$ cat src/rtl/mem_stream_reader_pkg.sv
// Shared types and helpers for the memory-to-Avalon-ST frame reader.
package mem_stream_reader_pkg;

  typedef enum logic [1:0] {
    ST_IDLE  = 2'd0,
    ST_RUN   = 2'd1,
    ST_DRAIN = 2'd2
  } state_t;

  // Address width for a memory of `size` words; never narrower than one bit.
  function automatic int adr_size_f(input int size);
    return (size > 1) ? $clog2(size) : 1;
  endfunction

endpackage

$ cat src/rtl/mem_stream_reader.sv
// Reads len words from a combinational-read memory and streams them as one
// Avalon-ST packet (ready latency 0), pulsing done_o when the last beat leaves.
module mem_stream_reader
  import mem_stream_reader_pkg::*;
#(
  parameter  int WORD     = 8,
  parameter  int SIZE     = 256,
  localparam int ADR_SIZE = adr_size_f(SIZE)
) (
  input  logic                clk_i,
  input  logic                rstn_i,
  input  logic                start_i,
  input  logic [ADR_SIZE:0]   len_i,
  output logic                busy_o,
  output logic                done_o,
  output logic [ADR_SIZE-1:0] MemAdr_o,
  input  logic [WORD-1:0]     MemData_i,
  output logic [WORD-1:0]     StData_o,
  output logic                StValid_o,
  input  logic                StReady_i,
  output logic                StSop_o,
  output logic                StEop_o
);

  localparam logic [ADR_SIZE:0]   LEN_MAX = (ADR_SIZE+1)'(SIZE);
  localparam logic [ADR_SIZE:0]   LEN_ONE = (ADR_SIZE+1)'(1);
  localparam logic [ADR_SIZE-1:0] IDX_ONE = ADR_SIZE'(1);

  state_t              state_q, state_d;
  logic [ADR_SIZE-1:0] idx_q;
  logic [ADR_SIZE:0]   len_q;
  logic                load;
  logic                accept;
  logic                last_idx;
  logic                start_frame;
  logic                start_empty;

  assign accept      = StValid_o && StReady_i;
  assign last_idx    = ({1'b0, idx_q} == (len_q - LEN_ONE));
  assign start_frame = (state_q == ST_IDLE) && start_i && (len_i != '0);
  assign start_empty = (state_q == ST_IDLE) && start_i && (len_i == '0);

  // NOTE: sequential state uses non-blocking assignments so every register
  // samples the pre-edge values of the others, independent of block ordering.
  always_ff @(posedge clk_i or negedge rstn_i) begin
    if (!rstn_i) state_q <= ST_IDLE;
    else         state_q <= state_d;
  end

  // NOTE: each always_comb output gets a default first so no path leaves it
  // unassigned, which would otherwise infer a latch.
  always_comb begin
    state_d = state_q;
    case (state_q)
      ST_IDLE:  if (start_frame)      state_d = ST_RUN;
      ST_RUN:   if (load && last_idx) state_d = ST_DRAIN;
      ST_DRAIN: if (accept)           state_d = ST_IDLE;
      default:                        state_d = ST_IDLE;
    endcase
  end

  always_comb begin
    load     = 1'b0;
    busy_o   = 1'b0;
    MemAdr_o = '0;
    case (state_q)
      ST_RUN: begin
        busy_o   = 1'b1;
        MemAdr_o = idx_q;
        load     = !StValid_o || StReady_i;
      end
      ST_DRAIN: busy_o = 1'b1;
      default: ;
    endcase
  end

  // Output register: a load refills the beat in the same cycle it is accepted,
  // so a held-high ready gives one beat per cycle.
  always_ff @(posedge clk_i or negedge rstn_i) begin
    if (!rstn_i) begin
      idx_q     <= '0;
      len_q     <= '0;
      StData_o  <= '0;
      StValid_o <= 1'b0;
      StSop_o   <= 1'b0;
      StEop_o   <= 1'b0;
      done_o    <= 1'b0;
    end else begin
      done_o <= start_empty || ((state_q == ST_DRAIN) && accept);

      if (start_frame) begin
        len_q <= (len_i > LEN_MAX) ? LEN_MAX : len_i;
        idx_q <= '0;
      end

      if (load) begin
        StData_o  <= MemData_i;
        StValid_o <= 1'b1;
        StSop_o   <= (idx_q == '0);
        StEop_o   <= last_idx;
        if (!last_idx) idx_q <= idx_q + IDX_ONE;
      end else if (accept) begin
        StValid_o <= 1'b0;
      end
    end
  end

endmodule

$ cat config.mk
export PLATFORM = sky130hd
export DESIGN_NAME = mem_stream_reader
export DESIGN_NICKNAME = d
export VERILOG_FILES = /design/src/rtl/mem_stream_reader_pkg.sv /design/src/rtl/mem_stream_reader.sv
export SDC_FILE = /design/constraint.sdc
export NUM_CORES = 1
export LEC_CHECK = 0
export CAP_MARGIN = 40
export CORE_ASPECT_RATIO = 0.9
export CORE_MARGIN = 4
export CORE_UTILIZATION = 35
export CTS_CLUSTER_SIZE = 10
export DETAILED_ROUTE_END_ITERATION = 8
export HOLD_SLACK_MARGIN = 0.02
export PLACE_DENSITY = 0.64
export SYNTH_ARGS = -nofsm -noshare
export SYNTH_HDL_FRONTEND = slang
export SYNTH_SLANG_ARGS = --single-unit
$ cat constraint.sdc
create_clock -name clk_i -period 2.7 [get_ports clk_i]
set_input_delay 0.54 -clock clk_i [delete_from_list [all_inputs] [get_ports clk_i]]
set_output_delay 0.54 -clock clk_i [all_outputs]
set_load 0.02 [all_outputs]
# Word-level counts from Yosys, hierarchy flattened
# Index checks and enable logic that the tools add are counted.
[word_totals] output_inout_bits=21 elab_cells=46 reg_bits=31
[op_classes] add_sub_neg=2 reduce_logical=16 magnitude_cmp=1 muxes=13 n_eq_ne=6
[ops] cell="$mux 8" count=4
[ops] cell="$eq 8x9->1" count=1
[ops] cell="$gt 9x9->1 const B" count=1
[ops] cell="$logic_not 9->1" count=1
[ops] cell="$mux 9" count=1
[ops] cell="$reduce_bool 9->1" count=1
[ops] cell="$sub 9x1->9 const B" count=1
[ops] cell="$add 8x1->8 const B" count=1
[ops] cell="$logic_not 8->1" count=1
[ops] cell="$logic_and 1x1->1" count=6
[ops] cell="$mux 2" count=3
[ops] cell="$ne 2x2->1 const B" count=3
[ops] cell="$pmux 2 s3" count=1
[ops] cell="$mux 1" count=4
[ops] cell="$reduce_and 3->1" count=1
[ops] cell="$eq 2x1->1 const B" count=1
[ops] cell="$eq 2x2->1 const B" count=1
[ops] cell="$logic_not 2->1" count=1
[ops] cell="$logic_or 1x1->1" count=2
[ops] cell="$reduce_bool 2->1" count=1
[ops] cell="$reduce_or 2->1" count=1
[ops] cell="$logic_not 1->1" count=1

# Longest topological paths before layout
# Gate-level depths: netlist (run 1).
[depth] ltp_word=6 depth_mapped=10

# Worst setup path after synthesis (run 1)
# Ideal clock, no wire load.
[synth_timing] kind="register to register" from="register len_q[3]" to="register idx_q[3]" synth_period_minus_slack_ns=2.493 path_buffers=2 required_ns=2.621 arrival_time_ns=2.414 slack_ns=0.207 path_stages_with_launch=10 cell_sequence="dfrtp_1 -> buf_6 -> or4_4 -> or4b_1 -> o311ai_1 -> a21oi_2 -> a211oi_4 -> or2_1 -> buf_6 -> mux2i_1"
[synth_via] elab_chain_cells=4
[synth_lines] element="start, declared" line_no="mem_stream_reader.sv:31" rtl="logic [ADR_SIZE:0] len_q;"
[synth_lines] element="start signal, assigned" line_no="mem_stream_reader.sv:92" rtl="len_q <= (len_i > LEN_MAX) ? LEN_MAX : len_i;"
[synth_lines] element="$sub 9x1->9" line_no="mem_stream_reader.sv:39" rtl="assign last_idx = ({1'b0, idx_q} == (len_q - LEN_ONE));"
[synth_lines] element="$eq 8x9->1" line_no="mem_stream_reader.sv:39"
[synth_lines] element="$mux 8" line_no="mem_stream_reader.sv:101" rtl="if (!last_idx) idx_q <= idx_q + IDX_ONE;"
[synth_lines] element="$mux 8" line_no="mem_stream_reader.sv:96" rtl="if (load) begin"
[synth_lines] element="end signal, assigned" line_no="mem_stream_reader.sv:101"
[synth_lines] element="end, declared" line_no="mem_stream_reader.sv:30" rtl="logic [ADR_SIZE-1:0] idx_q;"
# Every way passes these cells.
# A chain may end at the register's enable or synchronous reset.

# Worst setup path in the final report (run 1)
[layout_timing] from="register state_q[1]" to="output MemAdr_o[1]"
[layout_via] elab_chain_cells=2
[layout_lines] element="start, declared" line_no="mem_stream_reader.sv:29" rtl="state_t state_q, state_d;"
[layout_lines] element="start signal, assigned" line_no="mem_stream_reader.sv:47" rtl="else state_q <= state_d;"
[layout_lines] element="$eq 2x1->1" line_no="mem_stream_reader.sv:66" rtl="case (state_q)"
[layout_lines] element="$mux 8" line_no="mem_stream_reader.sv:66"
[layout_lines] element="end, declared" line_no="mem_stream_reader.sv:16" rtl="output logic [ADR_SIZE-1:0] MemAdr_o,"
# Every way passes these cells.

==> summary.txt, run 1 <==
Run status
  – Status: finished, final reports clean

Routing
  – DRT antenna net count: 0
  – Total wire length: 4339 µm
  – Vias per cell: 5.148
  – Routed WL per cell: 13.64 µm
  – DR DRC count: 0
  – Initial DRC count: 77
  – Via total after detailed routing: 1637
  – TritonRoute pass-1 iters: 5

Floorplan
  – Die width: 85.98 µm
  – Core Box Area: 0.005286 mm²
  – Std-Cell Rows: 25
  – Die Area: 0.006722 mm²
  – I/O pin cnt: 42
  – Die Span Y: 78.19 µm
  – Initial Utilization: 36.24%

Layout
  – Area Growth Syn to Fin: 32.85%
  – Filler Cell Count: 482
  – Layout cells sized above 1: 15.14%
  – Antenna Cells: 0
  – Nets: 277
  – Finished Core Util: 48.14%

Hold path
  – Hold Path Depth: 2
  – Hold worst-path end: StSop_o$_DFFE_PN0P_
  – Hold Crit Class: reg2reg
  – Worst Hold Launch: StSop_o$_DFFE_PN0P_

STA
  – Setup TNS: 0 ns
  – Tmin final: 2.520 ns
  – Unrepaired setup endpoints after global routing: no
  – Setup violations, final: 0
  – Max Clock Skew: 0.006470 ns
  – Final period util: 93.34%
  – Hold Fails Final Rpt: 0
  – Peak Freq: 396.8 MHz
  – Max-slew violations: 0
  – Worst Tran Pin Value: 0.5149 ns
  – Slew HR: 65.36%

GRT
  – Initial antenna violation count: 0
  – Largest net degree at the start of global routing: 32
  – Vias in the first global route: 1623
  – Gr usage total: 13.83%
  – Total grt overflow: 0
  – First-pass GRT wire length: 7438 µm

CTS
  – H-tree levels: 2
  – Num CTS Buffers: 5
  – Clk sinks: 31
  – CTS clk-pin slew, worst paths: 0.07 ns
  – Post-CTS setup buffers: 0
  – Root buffer cell: clkbuf_8
  – CTS max path bufs: 2
  – CTS tree: done
  – Worst-Skew Late Latency: 0.28 ns

Placement
  – HPWL Detailed: 3181 µm
  – GPL Wtd Cong: 0.7237
  – Buffers added on ports: 41

Power
  – Tot Pwr: 2.537 mW
  – Power per cell area: 997.0 mW/mm²
  – Max IR drop VDD: 0.5358 mV
  – Leak Pwr: 1.059 nW

Setup path
  – Worst reg-to-reg path cell count: 8
  – Flop2flop setup slack: 0.23 ns
  – WP data required: 2.16 ns
  – Crit path kind: reg2out
  – Reg2reg start: len_q[4]$_DFFE_PN0P_
  – CP Max Fanout: 8
  – Worst Setup End Kind: output pin
  – Crit path arrival time: 1.98 ns
  – Worst reg2reg endpoint: idx_q[2]$_DFF_PN0_
  – Crit start category: flop

Logic synthesis
  – Area leader, netlist: dfrtp_1
  – Sequential-to-total area share from yosys stat: 40.50%
  – Dominant synthesized flop cell: dfrtp_1
  – Syn_nets: 230
  – Post-synth EDFFs: 0
  – Mapped Area: 0.001916 mm²
  – Syn Area/Cell: 9.436 µm²
  – Top cells by count, synth: 31 x dfrtp_1, 20 x nand2_1, 16 x o21ai_0
  – Ys async rst share: 100.0%
  – Flop and latch count out of synthesis: 31
  – Unique masters post-synth: 43
  – Most frequent cell after synthesis: dfrtp_1
  – Cell count after synthesis: 203
  – Synthesis Warnings: 0
  – Top cells by area, synth: dfrtp_1 40%, mux2_2 5.3%, nand2b_1 4.9%
  – Top-area cell type share of the netlist area: 40.50%

Job
  – Maxcap violations: 0
area by class of cell:
type	count	area [µm²]	area share [%]
multi-input combinational	149	1047	41.15
inverter	11	41.29	1.622
clock inverter	1	7.507	0.2950
timing repair buffer	52	493.0	19.37
clock buffer	7	96.34	3.786
sequential	31	775.7	30.48
tap	67	83.83	3.294
per-layer routing:
layer	GRT usage, %	vias up	part of all wire (%)
met4	3.481	0	0.97
li1	-	804	-
met3	3.882	4	3.2
met5	0	-	0
met1	18.70	804	47
met2	21.73	25	48
state kept, by name, indices dropped and copies added (netlist names):
name	cells
StValid_o	1
StData_o	8
state_q	2
StEop_o	1
idx_q	8
len_q	9
StSop_o	1
done_o	1
power by group:
group / switching, mW / internal (mW) / total [mW] / leakage (nW)
clock: 0.179 / 0.232 / 0.410 / 0.0505
sequential: 0.136 / 0.628 / 0.764 / 0.397
combinational: 0.704 / 0.659 / 1.36 / 0.612
total: 1.02 / 1.52 / 2.54 / 1.06
how the worst max path moves through the flow:
stage                           startpoint                     end  slack, ns  depth (start not counted)
floorplan             len_q[3]$_DFFE_PN0P_      idx_q[3]$_DFF_PN0_       0.21                          9
global placement      len_q[4]$_DFFE_PN0P_  state_q[0]$_DFFE_PN0P_    -0.0002                          7
detailed placement    len_q[4]$_DFFE_PN0P_  state_q[0]$_DFFE_PN0P_      -0.03                          7
CTS                   len_q[4]$_DFFE_PN0P_  state_q[0]$_DFFE_PN0P_       0.09                          7
global route        state_q[1]$_DFFE_PN0P_             MemAdr_o[1]       0.02                          5
finish              state_q[1]$_DFFE_PN0P_             MemAdr_o[1]       0.18                          5
per-stage QoR:
step	setup WS, ns	cells	cell area [µm²]	hold WS [ns]
finish	0.1799	318	2545	0.4937
global route	0.02338	318	2545	0.5256
CTS	0.08680	318	2537	0.5040
detailed placement	-0.02790	310	2432	0.4828
global placement	-0.0001905	310	2432	0.4779
floorplan	0.2069	203	1916	0.2444
logic make-up after synthesis:
| kind of cell | count (synthesis) | synth area share (%) |
|---|---|---|
| and+or+nand+nor | 79 | 22.99 |
| DFF | 31 | 40.50 |
| AOI/OAI and AO/OA | 43 | 16.33 |
| adders and majority gates | 6 | 3.919 |
| buffers and inverters | 23 | 5.291 |
| xor gates and xnor gates | 9 | 4.115 |
| muxes | 12 | 6.858 |
layout by cell type, fill, tap and decap left out, drive strengths merged, types with 2 or more instances in the layout:
cell	synthesis	layout
nor2	5	5
and3	3	3
ha	6	6
a211oi	8	8
a21oi	5	5
nor3	2	2
or4	2	2
and2	6	6
or3	3	3
buf	2	11
nand3	9	9
inv	11	11
dfrtp	31	31
xor2	3	3
or2	4	4
nand3b	2	2
nand4b	2	2
a31o	5	5
mux2i	3	3
clkbuf	10	7
nand2b	15	15
clkdlybuf4s50	0	41
nand2	20	20
xnor2	6	6
o21ai	16	16
nor4	3	3
mux2	9	9
worst max-delay path, cell delays in order (launching register included):
cell             delay (ns)
dfrtp_1                0.38
inv_1                  0.10
ha_1                   0.31
inv_1                  0.16
nor2_1                 0.13
clkdlybuf4s50_1        0.62
timing repair:
item,in CTS,in global routing
resized for setup,1,2
hold buffers,0,0
endpoints found under the setup margin,1,1
(Power assumes the default switching activity.)
==> run 2, diff against run 1 <==
Settings changed: GPL_ROUTABILITY_DRIVEN from default to 0.
==> results of run 2 <==
No change in the layout: final DEF, timing and power equal those of run 1.
